**config.mk**
```make
export PLATFORM = sky130hd
export DESIGN_NAME = decode_hazard_scoreboard
export DESIGN_NICKNAME = d
export VERILOG_FILES = /design/src/rtl/decode_hazard_scoreboard.sv
export SDC_FILE = /design/constraint.sdc
export NUM_CORES = 1
export LEC_CHECK = 0
export CAP_MARGIN = 10
export CELL_PAD_IN_SITES_DETAIL_PLACEMENT = 0
export CELL_PAD_IN_SITES_GLOBAL_PLACEMENT = 1
export CORE_MARGIN = 8
export CORE_UTILIZATION = 47
export CTS_BUF_LIST = sky130_fd_sc_hd__clkbuf_2 sky130_fd_sc_hd__clkbuf_4 sky130_fd_sc_hd__clkbuf_8
export DETAILED_ROUTE_END_ITERATION = 6
export PLACE_DENSITY = 0.84
export SYNTH_ARGS = -nofsm -noshare
export SYNTH_HDL_FRONTEND = slang
export SYNTH_SLANG_ARGS = --single-unit
```
**constraint.sdc**
```tcl
create_clock -name clk -period 7.6 [get_ports clk]
set_input_delay 1.52 -clock clk [delete_from_list [all_inputs] [get_ports clk]]
set_output_delay 1.52 -clock clk [all_outputs]
set_load 0.02 [all_outputs]
```
**src/rtl/decode_hazard_scoreboard.sv**
```systemverilog
// Purpose : per-register count of in-flight writes; raises stall on RAW source hazards and when the destination counter is saturated.
// Latency : stall/issue_fire are combinational from the current inputs and the registered counts; count updates are visible one cycle after the edge.
// Backpressure: stall holds decode, and the instruction is not issued that cycle. Retire and cancel are never back-pressured.
//
// Ports:
//   clk, rst                         clock; synchronous active-high reset
//   issue_valid/writes_rd/rd         decode-side instruction and its destination
//   rs1_used/rs1, rs2_used/rs2       source operands checked for pending writes
//   stall, issue_fire                hold decode / instruction accepted this cycle
//   retire_valid/retire_rd           writeback commit, decrements the counter
//   cancel_valid/cancel_rd           squashed in-flight write, decrements the counter
//   flush_all                        clears all counters (error is kept)
//   busy_mask                        registered, bit i = (count[i] != 0)
//   error                            sticky counter-underflow flag, cleared only by rst
module decode_hazard_scoreboard #(
    parameter int REGISTER_DEPTH = 32,
    parameter int CNT_WIDTH      = 2,
    localparam int AW            = $clog2(REGISTER_DEPTH)
) (
    input  logic                      clk,
    input  logic                      rst,
    input  logic                      issue_valid,
    input  logic                      issue_writes_rd,
    input  logic [AW-1:0]             issue_rd,
    input  logic                      rs1_used,
    input  logic [AW-1:0]             rs1,
    input  logic                      rs2_used,
    input  logic [AW-1:0]             rs2,
    output logic                      stall,
    output logic                      issue_fire,
    input  logic                      retire_valid,
    input  logic [AW-1:0]             retire_rd,
    input  logic                      cancel_valid,
    input  logic [AW-1:0]             cancel_rd,
    input  logic                      flush_all,
    output logic [REGISTER_DEPTH-1:0] busy_mask,
    output logic                      error
);

    localparam logic [CNT_WIDTH-1:0] CNT_MAX = {CNT_WIDTH{1'b1}};
    localparam logic [CNT_WIDTH:0]   ONE_X   = {{CNT_WIDTH{1'b0}}, 1'b1};

    logic [CNT_WIDTH-1:0]      count_q [REGISTER_DEPTH];
    logic [CNT_WIDTH-1:0]      count_d [REGISTER_DEPTH];
    logic [REGISTER_DEPTH-1:0] busy_mask_q, busy_mask_d;
    logic                      error_q, error_d;

    logic hz1, hz2, hzs;

    // Hazard detection. Register 0 is never busy, so its address is masked out.
    always_comb begin
        hz1        = rs1_used && (rs1 != '0) && (count_q[rs1] != '0);
        hz2        = rs2_used && (rs2 != '0) && (count_q[rs2] != '0);
        hzs        = issue_writes_rd && (issue_rd != '0) && (count_q[issue_rd] == CNT_MAX);
        stall      = issue_valid && (hz1 || hz2 || hzs);
        issue_fire = issue_valid && !stall;
    end

    // Counter update. The sum is formed one bit wider, so a net decrement
    // below zero shows up as the top bit. The increment can never carry into
    // that bit because hzs blocks issue at CNT_MAX.
    logic                 inc, dec_w, dec_c, underflow;
    logic [CNT_WIDTH:0]   nxt;

    always_comb begin
        count_d    = count_q;
        error_d    = error_q;
        underflow  = 1'b0;
        inc        = 1'b0;
        dec_w      = 1'b0;
        dec_c      = 1'b0;
        nxt        = '0;
        count_d[0] = '0;
        for (int r = 1; r < REGISTER_DEPTH; r++) begin
            inc   = issue_fire && issue_writes_rd && (issue_rd == AW'(r));
            dec_w = retire_valid && (retire_rd == AW'(r));
            dec_c = cancel_valid && (cancel_rd == AW'(r));
            nxt   = {1'b0, count_q[r]};
            if (inc)   nxt = nxt + ONE_X;
            if (dec_w) nxt = nxt - ONE_X;
            if (dec_c) nxt = nxt - ONE_X;
            if (nxt[CNT_WIDTH]) begin
                count_d[r] = '0;
                underflow  = 1'b1;
            end else begin
                count_d[r] = nxt[CNT_WIDTH-1:0];
            end
        end
        if (underflow) error_d = 1'b1;

        // A flush overrides every event this cycle, including one that would underflow.
        if (flush_all) begin
            for (int r = 0; r < REGISTER_DEPTH; r++) count_d[r] = '0;
            error_d = error_q;
        end

        for (int r = 0; r < REGISTER_DEPTH; r++) busy_mask_d[r] = (count_d[r] != '0);
    end

    always_ff @(posedge clk) begin
        if (rst) begin
            for (int r = 0; r < REGISTER_DEPTH; r++) count_q[r] <= '0;
            busy_mask_q <= '0;
            error_q     <= 1'b0;
        end else begin
            count_q     <= count_d;
            busy_mask_q <= busy_mask_d;
            error_q     <= error_d;
        end
    end

    assign busy_mask = busy_mask_q;
    assign error     = error_q;

endmodule

```
==> summary.txt, run 1 <==
Logic synthesis
  – Share of the synthesized area in the top cell type: 0.185
  – Area leader, netlist: dfxtp_1
  – Post-Syn Area: 0.0101 mm^2
  – Async S/R FF share, synth: 0
  – Top post-synthesis cells by area: dfxtp_1 19%, ha_1 11%, xnor2_1 7.9%, nor2_1 6.8%, nand2_1 6.2%
  – Ys flop type: dfxtp_1
  – Distinct cells, synth: 79
  – #FFs+latches synth: 94
  – Seq/Total Area, Yosys: 0.185
  – Mean Syn Cell Area: 8.04 um^2
  – Yosys warns: 0
  – Post-synth EDFFs: 0
  – Syn_nets: 1389
  – Post-synth top cells: 184 x nor2_1, 167 x nand2_1, 94 x dfxtp_1
  – Most frequent cell after synthesis: nor2_1
  – Synth Instances: 1262

Timing
  – Fmax achieved: 139 MHz
  – Pins Over Slew Limit: 0
  – Final setup TNS: 0 ns
  – Tcrit/Tclk final: 0.948
  – Clk_skew: 0.0193 ns
  – Slew of the pin with the lowest slew margin: 1.09 ns
  – Endpoints failing setup: 0
  – Slew headroom: 0.261
  – RSZ-0062 raised after global routing: no
  – Tmin final: 7.20 ns
  – Final hold violation count: 0

Floorplanning
  – Rows: 53
  – Effective utilization at floorplan: 0.481
  – Die ar.: 0.0265 mm^2
  – Io pins: 69
  – Die width: 163 um
  – Core box area: 0.0211 mm^2
  – Die Y: 163 um

Power and ir drop
  – Pint: 0.000772 W
  – Leakage: 3.98 nW
  – Gate power share: 0.237
  – P_sw: 0.000388 W
  – Register share of total power: 0.438
  – Clock network power share: 0.325
  – Pwr per Cell Area: 102 mW/mm^2
  – Switching share of power: 0.334
  – Worst VDD drop: 0.117 mV

Detailed routing
  – Wire per inst: 20.5 um
  – Met2 WL post-DR: 14.6 mm
  – Iteration-0 DRC count of the detailed router: 821
  – Routed wl met3: 2.58 mm
  – Max Used Layer: met4
  – M1 wire length: 15.3 mm
  – Via count: 9596
  – DRC: 0
  – Vias/cell: 5.95
  – Final ANT Viol Nets: 0
  – Pre-Repair DR Iteration Count: 7
  – Post-Route WL: 33.2 mm

Placement
  – Area after DPL: 0.0112 mm^2
  – Post-DP HPWL: 27.0 mm
  – GPL Wtd Cong: 0.970
  – IO buf count: 67

Global route
  – Largest net degree at the start of global routing: 27
  – GRT Util Overall: 0.251
  – Vias in the first global route: 9213
  – Initial antenna violation count: 1
  – Gr ovfl total: 0
  – First-pass GRT wire length: 52.0 mm

Clocking
  – Clock Path Buffers: 2
  – Hold-fix buffers at CTS: 0
  – Clk pin slew, worst setup/hold paths: 0.11 ns
  – Root Driver: clkbuf_8
  – Postcts setup bufs: 0
  – CTS buffer count: 9
  – CTS sink count: 94
  – Clock Latency Late Sink: 0.40 ns
  – Htree depth: 3
  – CTS-repair resized insts: 0
  – CTS tree: yes

Outcome
  – Status: finished, final reports clean

Final layout
  – Core Util, Final: 0.542
  – Area grow syn2layout: 12.6%
  – Nets: 1460
  – Fillers: 2053
  – Post-route cell area: 0.0114 mm^2
  – Layout cells sized above 1: 0.112

Worst setup path
  – WP data arrival: 5.68 ns
  – CP cell instances: clkdlybuf4s50_1 -> inv_1 -> o311ai_1 -> a41oi_1 -> o2111a_1 -> nor4_4 -> nand2_1 -> a21oi_1 -> and2_1 -> clkdlybuf4s50_1
  – RR Endpoint: error$_SDFFE_PP0P_
  – Top delay family on crit path: buffers and inverters
  – CP peak stage delay: 0.80 ns
  – Cell depth of the worst flop-to-flop path: 19
  – Worst r2r src: count_q[12]$_SDFF_PP0_
  – Kind of start point of the critical path: input port
  – Crit path capture type: primary output
  – CP required: 6.08 ns
  – CP dominant cell by count: clkdlybuf4s50_1
  – CP max FO: 14
  – CP max-delay cell: clkdlybuf4s50_1
  – Buf+Inv Stages, Crit Path: 3
  – R2R Setup Slk: 2.11 ns
  – Critical Setup Path Class: in -> out

Min path
  – Worst Hold Depth: 3
  – Hold path endpoint: error$_SDFFE_PP0P_
  – Hold Startpoint: error$_SDFFE_PP0P_
  – Worst hold path type: reg -> reg

Job
  – Max-capacitance violation count: 0
## area by class of cell
| type | instances | area, um^2 | share of cell area |
|---|---|---|---|
| antenna | 1 | 2.50 | 0.000219 |
| clock buffer | 11 | 151 | 0.0133 |
| clock inverter | 5 | 57.6 | 0.00504 |
| inverter | 58 | 218 | 0.0191 |
| multi-input combinational | 1063 | 7780 | 0.681 |
| sequential | 94 | 1880 | 0.165 |
| tap | 275 | 344 | 0.0301 |
| timing repair buffer | 107 | 983 | 0.0861 |
## sequential cells by signal, indices dropped and copies added (netlist names)
signal and flops:
count_q 62, busy_mask 31, error 1
## placed cells by master (no fill, tap or decap), drive strengths merged, types with 12 or more instances in the layout
| cell | count |
|---|---|
| o21ai | 14 |
| nor2 | 185 |
| nor3 | 66 |
| mux4 | 16 |
| ha | 93 |
| nand4 | 21 |
| xor2 | 43 |
| clkdlybuf4s50 | 67 |
| mux2i | 62 |
| nor2b | 12 |
| buf | 40 |
| inv | 58 |
| dfxtp | 94 |
| mux2 | 17 |
| nand3 | 41 |
| a311oi | 25 |
| nand2 | 167 |
| nor4 | 17 |
| a21oi | 52 |
| xnor2 | 108 |
## worst max path at each step
stage	startpoint	to	slack [ns]	cells past startpoint
after global routing	rs1[0]	issue_fire	0.30	10
after floorplan	rs1[0]	error$_SDFFE_PP0P_	1.60	22
after detailed placement	rs1[0]	error$_SDFFE_PP0P_	0.42	20
after global placement	rs1[0]	error$_SDFFE_PP0P_	0.56	20
after CTS	rs1[0]	issue_fire	0.54	10
final	rs1[0]	issue_fire	0.40	10
## worst reg2reg max path, stage by stage, from the launching register on
cell and delay, ns:
dfxtp_1 0.52, nor2_1 0.09, mux4_2 0.46, mux2_2 0.29, a221oi_2 0.38, or3b_4 0.36, buf_4 0.38, buf_4 0.32
nor3_2 0.11, xnor2_1 0.33, ha_1 0.31, mux2i_1 0.23, inv_1 0.08, ha_1 0.20, nand2_1 0.07, xor2_1 0.30
mux2i_1 0.14, o31ai_1 0.38, nand4b_1 0.15, o31a_1 0.31
## layer usage
metal / vias up / track usage
li1: 4627 / -
met1: 4549 / 0.344
met2: 369 / 0.397
met3: 51 / 0.0437
met4: 0 / 0.0713
met5: - / 0
## cell families (layout without fill, tap and decap cells)
group                    Yosys count  in the layout  share of synthesized area
buffers and inverters            105            181                     0.0496
other                              1              2                   0.000370
XOR/XNOR                         151            151                      0.142
AO/OA/AOI/OAI                    149            149                      0.104
flip-flops                        94             94                      0.185
adder cells (fa/ha/maj)           93             93                      0.115
AND/OR/NAND/NOR                  574            574                      0.289
multiplexers                      95             95                      0.116
## power by group through the flow
stage | sequential [W] | clock (W) | combinational, W
6_report | 0.000508 | 0.000377 | 0.000275
5_1_grt | 0.000509 | 0.000402 | 0.000295
4_1_cts | 0.000508 | 0.000383 | 0.000271
3_5_place_dp | 0.000519 | 0 | 0.000270
3_3_place_gp | 0.000519 | 0 | 0.000267
2_1_floorplan | 0.000520 | 0 | 0.000172
## through the flow
step / cells / total power [W] / worst slack (ns) / hold WS [ns]
after CTS: 1613 / 0.00116 / 0.545 / 0.742
after detailed placement: 1597 / 0.000789 / 0.424 / 0.725
final: 1614 / 0.00116 / 0.397 / 0.746
after floorplan: 1262 / 0.000691 / 1.60 / 0.615
after global placement: 1597 / 0.000786 / 0.562 / 0.721
after global routing: 1613 / 0.00121 / 0.298 / 0.734
Power figures use the tool's default switching activity.
==> run 2: changes to the inputs <==
- CORE_UTILIZATION: 47 -> 51
- PLACE_DENSITY: 0.84 -> 0.9
- SKIP_CTS_REPAIR_TIMING: unset -> 1
- clock period: 7.6 -> 8.7 ns (I/O delays scaled with it)
==> run 2 against run 1 <==
Clock skew fell by 0.0099 ns. Clock power fell by 15%. Critical path depth did not move. Critical path type unchanged. Highest routed layer unchanged. Setup slack improved by 0.79 ns. Flip-flop and latch count did not move.
==> summary.txt, run 2 (synthesis results as in run 1) <==
Clocking
  – Clk pin slew, worst setup/hold paths: 0.10 ns
  – CTS buffer count: 9
  – Clock Path Buffers: 2
  – CTS tree: yes
  – CTS sink count: 94
  – Htree depth: 3
  – Root Driver: clkbuf_8
  – Clock Latency Late Sink: 0.39 ns

Floorplanning
  – Die Y: 157 um
  – Die width: 157 um
  – Rows: 51
  – Effective utilization at floorplan: 0.520
  – Io pins: 69
  – Die ar.: 0.0247 mm^2
  – Core box area: 0.0195 mm^2

Final layout
  – Fillers: 1889
  – Most frequent cells in the layout: 183 x nor2_1, 167 x nand2_1, 94 x dfxtp_1
  – Post-route cell area: 0.0112 mm^2
  – Nets: 1441
  – Reg area: 0.00188 mm^2
  – Diodes inserted: 0
  – Area of the multi-input gates: 0.00778 mm^2
  – Final Non-Filler Cells: 1584
  – Layout cells sized above 1: 0.0993
  – Area grow syn2layout: 10.9%
  – Most common cell after layout, fill and taps aside: nor2_1
  – Reg with most FFs: count_q
  – Core Util, Final: 0.576
  – Max reg flops: 62

Worst setup path
  – CP cell instances: clkdlybuf4s50_1 -> nor3_1 -> a21oi_1 -> mux4_2 -> a32o_1 -> nor4_4 -> nand2_1 -> a21oi_1 -> and2_1 -> clkdlybuf4s50_1
  – CP required: 6.96 ns
  – Kind of start point of the critical path: input port
  – CP peak stage delay: 0.86 ns
  – Critical Setup Path Class: in -> out
  – CP max-delay cell: clkdlybuf4s50_1
  – WP data arrival: 5.77 ns
  – CP max FO: 24
  – Crit path capture type: primary output

Global route
  – GRT Util Overall: 0.262
  – Largest net degree at the start of global routing: 31
  – Gr ovfl total: 0
  – Vias in the first global route: 8697
  – Initial antenna violation count: 0
  – First-pass GRT wire length: 49.6 mm

Detailed routing
  – Via count: 9536
  – Vias/cell: 6.02
  – DRC: 0
  – Wire per inst: 20.4 um
  – Iteration-0 DRC count of the detailed router: 850
  – Pre-Repair DR Iteration Count: 7
  – Post-Route WL: 32.3 mm
  – Final ANT Viol Nets: 0

Outcome
  – Status: finished, final reports clean

Timing
  – Slew headroom: 0.273
  – Clk_skew: 0.00945 ns
  – Final hold violation count: 0
  – Slew of the pin with the lowest slew margin: 1.09 ns
  – Tcrit/Tclk final: 0.864
  – Tmin final: 7.51 ns
  – Fmax achieved: 133 MHz
  – RSZ-0062 raised after global routing: no
  – Final setup TNS: 0 ns
  – Endpoints failing setup: 0
  – Pins Over Slew Limit: 0

Power and ir drop
  – Worst VDD drop: 0.0609 mV
  – Power Total: 0.000996 W
  – Pwr per Cell Area: 88.5 mW/mm^2
  – Leakage: 3.87 nW

Job
  – Max-capacitance violation count: 0

Placement
  – Placed insts: 1568
  – Area after DPL: 0.0110 mm^2
  – Post-DP HPWL: 26.0 mm
  – GPL Wtd Cong: 0.998
  – IO buf count: 67

Min path
  – Worst hold path type: reg -> reg
==> run 2: cell types whose count changed in the layout (fill, tap and decap cells not counted) <==
cell	delta
diode_2	-1
clkinvlp_4	+2
clkinv_4	-1
buf_4	-18
clkbuf_8	-1
clkbuf_4	+1
clkinv_2	-1
buf_12	-1
==> run 2: worst paths after layout <==
kind | start | to | slack, ns | cells past startpoint
worst max register to register | count_q[52]$_SDFF_PP0_ | error$_SDFFE_PP0P_ | 3.20 | 21
worst min register to register | error$_SDFFE_PP0P_ | error$_SDFFE_PP0P_ | 0.68 | 3
worst min-delay path | error$_SDFFE_PP0P_ | error$_SDFFE_PP0P_ | 0.68 | 3
worst max-delay path | rs2[1] | issue_fire | 1.19 | 10
==> run 2: per-layer routing <==
layer / vias up / GRT usage / share of wire
li1: 4564 / - / -
met1: 4485 / 0.360 / 0.45
met2: 430 / 0.405 / 0.43
met3: 57 / 0.0524 / 0.094
met4: 0 / 0.0825 / 0.029
met5: - / 0 / 0
==> run 2: layout make-up <==
type | count | share of cell area
multi-input combinational | 1063 | 0.692
sequential | 94 | 0.167
timing repair buffer | 88 | 0.0736
tap | 265 | 0.0295
inverter | 58 | 0.0194
clock buffer | 11 | 0.0129
clock inverter | 5 | 0.00523
==> run 2: report_power, final <==
part / switching (W) / leakage [nW] / internal [W]
sequential: 0.00000735 / 0.759 / 0.000436
clock: 0.000178 / 0.0990 / 0.000144
combinational: 0.000147 / 3.01 / 0.0000835
total: 0.000332 / 3.87 / 0.000664
==> run 2: metrics by stage <==
| step | worst slack (ns) | hold slack [ns] |
|---|---|---|
| global route | 0.961 | 0.701 |
| finish | 1.19 | 0.680 |
| global placement | 1.14 | 0.671 |
| floorplan | 2.48 | 0.615 |
| detailed placement | 1.04 | 0.677 |
| CTS | 1.23 | 0.691 |
==> run 2: critical path: cells and delay by family <==
family                 cells  cell delay [ns]
multiplexers               1             0.54
AND/OR/NAND/NOR            4             1.32
buffers and inverters      2             1.46
AO/OA/AOI/OAI              3             0.70
==> patch 1 (flow settings as in run 1) <==
Change the parameter `REGISTER_DEPTH` from 32 to 16.
--- a/src/rtl/decode_hazard_scoreboard.sv
+++ b/src/rtl/decode_hazard_scoreboard.sv
@@ -13,7 +13,7 @@
 //   busy_mask                        registered, bit i = (count[i] != 0)
 //   error                            sticky counter-underflow flag, cleared only by rst
 module decode_hazard_scoreboard #(
-    parameter int REGISTER_DEPTH = 32,
+    parameter int REGISTER_DEPTH = 16,
     parameter int CNT_WIDTH      = 2,
     localparam int AW            = $clog2(REGISTER_DEPTH)
 ) (
Interface: changed (6 resized); port bits go from 69 to 48. The function was not compared with the original's and may differ.
==> patch 1 against run 1 <==
Global-route usage decreased by 4.5 points. Via count shrank 44%. Design area fell by 46%. Routed wire length decreased by 50%. Sequential cell count fell by 48. Hold slack worse by 0.024 ns. Sequential share of layout area shrank 1.5 points. Synthesized area is 45% lower. Synthesized cell count is 44% lower. Register-to-register slack gained 0.68 ns. Clock power shrank 54%. Setup slack better by 0.95 ns. Power is 48% lower.
==> patch 1: results (changes against run 1) <==
| Metric | Value |
|---|---|
| Die ar. | 15,520 um2 (-42%) |
| Fraction of area in multi-input gates | 0.7207 (+0.03926) |
| Drt first pass iters | 6 (-1) |
| P_leak | 2.064 nW (-48%) |
| Worst r2r src | count_q[22] |
| CTS Buf Count | 5 (-4) |
| Clock Sinks | 46 (-51%) |
| Synth cell types | 66 (-16%) |
| First-pass GRT wire length | 26.24 mm (-50%) |
| Synth top area cells | dfxtp_1 (17%), ha_1 (10%), xnor2_1 (7.3%) |
| Clock buf count | 6 (-5) |
| Number of non-clock buffers | 49 (-54%) |
| GR Util met2 | 0.3615 (-0.03537) |
| H-tree levels | 2 (-1) |
| Share of cells above drive strength 1 | 0.09252 (-0.01959) |
| DP HPWL | 13.31 mm (-51%) |
| Port bufs | 46 (-31%) |
| Synthesized area per cell | 7.885 um2 (-1.9%) |
| Pin count of the biggest net entering global routing | 21 (-22%) |
| DR WL met3 | 951 um (-63%) |
| Net count after synthesis | 777 (-44%) |
| Crit-path max cell delay | 0.93 ns (+0.13 ns) |
| Routed len/inst | 18.88 um (-8.1%) |
| Worst-Skew Late Latency | 0.33 ns (-0.07 ns) |
| DRT iter0 DRCs | 413 (-50%) |
| Multi-input gates | 620 (-42%) |
| Placer Congestion | 0.9134 (-5.8%) |
| Clock buf/inv share | 0.01541 (-0.002879) |
| Synth top cells by count | nand2_1 (99), nor2_1 (89), dfxtp_1 (46), xnor2_1 (46), ha_1 (45) |
| Worst Path Class, Setup | in2reg |
| Max_slew headroom | 0.3708 (+0.1100) |
| Status | completed |
| Peak VDD IR | 0.00007845 V (-33%) |
| WP data arrival | 6.47 ns (+0.79 ns) |
| Initial antenna violation count | 0 (-1) |
| Mux share of post-synthesis cell area | 0.1104 (-0.005153) |
| Seq/Total Area, Yosys | 0.1661 (-0.01931) |
| Final #Nets | 808 (-45%) |
| Seq area share | 0.1493 (-0.01547) |
| Non-CTS inverters | 12 (-79%) |
| Reg2Reg Setup Slack | 2.79 ns (+0.68 ns) |
| CP startpoint | issue_rd[0] |
## patch 1: cell types whose count changed after synthesis, moves of 16 or more
cell,run 1,this run
nor3_1,49,31
inv_1,57,12
xnor2_2,16,0
xnor2_1,92,46
dfxtp_1,94,46
ha_1,93,45
nand4_1,20,4
mux2i_1,62,33
a311oi_1,25,2
a21oi_1,52,24
xor2_1,43,20
nand2_1,167,99
or3_1,6,25
nor2_1,184,89
## patch 1: report_power, final
group          total [mW]  internal, mW  switching (mW)
Clock               0.172        0.0734          0.0989
Sequential          0.254         0.247         0.00697
Combinational       0.174        0.0689           0.105
Total               0.600         0.389           0.211
## patch 1: through the flow
step	util	worst slack (ns)
global placement	0.5297	1.178
detailed placement	0.5297	1.019
CTS	0.5380	1.375
floorplan	-	2.282
finish	0.5380	1.346
global route	0.5380	0.9577
==> patch 2 (config.mk and constraints of run 1) <==
Without the edit above. Register the output `error` once more, cleared by the reset; this adds one clock of latency there. The other outputs are not delayed to match.
--- a/src/rtl/decode_hazard_scoreboard.sv
+++ b/src/rtl/decode_hazard_scoreboard.sv
@@ -110,7 +110,13 @@
     end
 
     assign busy_mask = busy_mask_q;
-    assign error     = error_q;
+    always_ff @(posedge clk) begin
+        if (rst) begin
+            error <= '0;
+        end else begin
+            error <= error_q;
+        end
+    end
 
 endmodule
 
Function: changed (a bounded check fails within 4 cycles, from zero or initial values and one cycle with rst high).
==> patch 2 against run 1 <==
Synthesized cell count grew 8.1%. Power grew 0.55%. Design area grew 1.2%. Synthesized area grew 1.7%. Sequential cell count grew 1. Setup slack gained 0.26 ns. Global-route usage grew 2.7 points. Cell count grew 5.4%. Routed wire length grew 15%. Largest cell class unchanged. Largest power group unchanged.
==> patch 2: results (changes against run 1) <==
| Metric | Value |
|---|---|
| Max_slew headroom | 0.4359 (+0.1752) |
| Total track usage | 0.2786 (+0.02742) |
| Vias in the first global route | 9,700 (+5.3%) |
| Skew final | 0.01870 ns (-0.0006412 ns) |
| Seq/Total Area, Yosys | 0.1843 (-0.001118) |
| Worst-case reg-to-reg path depth | 21 (+2) |
| CP startpoint | rs2[1] |
| Worst setup endpoint | error_q |
| Synth cell types | 71 (-10%) |
| Hold Path End | error |
| Synth top cells by count | nor2_1 (190), nand2_1 (188), xnor2_1 (100) |
| Synth top area cells | dfxtp_1 (18%), ha_1 (11%), xnor2_1 (8.5%) |
| Placer Congestion | 1.016 (+4.7%) |
| Dpl cell area | 11,370 um2 (+1.4%) |
| Pin count of the biggest net entering global routing | 33 (+22%) |
| Via density | 6.111 (+2.8%) |
| DRT iter0 DRCs | 912 (+11%) |
| Fillers | 2,151 (+4.8%) |
| Drt first pass iters | 6 (-1) |
| Initial antenna violation count | 2 (+1) |
| Share of cells above drive strength 1 | 0.08521 (-0.02690) |
| Net count after synthesis | 1,491 (+7.3%) |
| First-pass GRT wire length | 56.87 mm (+9.3%) |
| Min Tclk post-route | 6.939 ns (-0.2635 ns) |
| Routed len/inst | 22.38 um (+8.9%) |
| Syn Inst Count | 1,364 (+8.1%) |
| Final hold slack | 0.6101 ns (-0.1363 ns) |
| Peak VDD IR | 0.00006833 V (-42%) |
| Worst r2r src | count_q[60] |
| WP data arrival | 7.22 ns (+1.54 ns) |
| Status | completed |
| Reg2Reg Setup Slack | 2.06 ns (-0.05 ns) |
| Post-Layout Cell Count | 1,701 (+5.4%) |
| Hold Path Stages | 2 (-1) |
| Post-layout instance area | 11,560 um2 (+1.2%) |
| Hold Crit Start | error_q |
| P_leak | 3.948 nW (-0.70%) |
| Pre-CTS setup slack | 0.2793 ns (-0.1443 ns) |
## patch 2: worst max-delay path: stages
cell,delay [ns]
clkdlybuf4s50_1,0.62
buf_4,0.30
nor4b_1,0.35
a31oi_1,0.08
a31o_2,0.28
o211ai_1,0.27
o311ai_4,0.33
buf_12,0.29
nor4_1,0.56
mux2i_1,0.30
ha_1,0.25
mux2_2,0.29
ha_1,0.20
nand2_1,0.07
xor2_1,0.32
nand4_1,0.13
o31ai_1,0.09
nand3_1,0.11
a21oi_1,0.42
and4_1,0.31
a31oi_1,0.09
## patch 2: final cells by class
class	instances	area share
multi-input combinational	1146	0.6855
sequential	95	0.1646
timing repair buffer	103	0.08358
tap	280	0.03031
inverter	60	0.01949
clock buffer	12	0.01375
clock inverter	4	0.002598
antenna	1	0.0002165
## patch 2: power breakdown
| part | internal, mW | switching [mW] | total (mW) | leakage, nW |
|---|---|---|---|---|
| clock | 0.142 | 0.210 | 0.352 | 0.0960 |
| sequential | 0.505 | 0.00743 | 0.512 | 0.767 |
| combinational | 0.106 | 0.196 | 0.303 | 3.09 |
## patch 2: per-layer routing
layer	vias up	part of all wire	GRT usage	routed length, um
met5	-	0.00032	0	12
met4	2	0.053	0.1517	2014
met3	108	0.088	0.07018	3339
met2	426	0.44	0.4345	16780
met1	4945	0.42	0.3464	15920
li1	4914	-	-	-
## patch 2: logic make-up after synthesis
kind of cell | count (synthesis) | share of synthesized area
flops | 95 | 0.1843
compound gates | 173 | 0.1156
fa+ha+maj | 93 | 0.1128
other cells | 1 | 0.0003635
buf+inv | 123 | 0.04863
mux | 95 | 0.1152
simple gates | 638 | 0.2948
xor+xnor | 146 | 0.1283
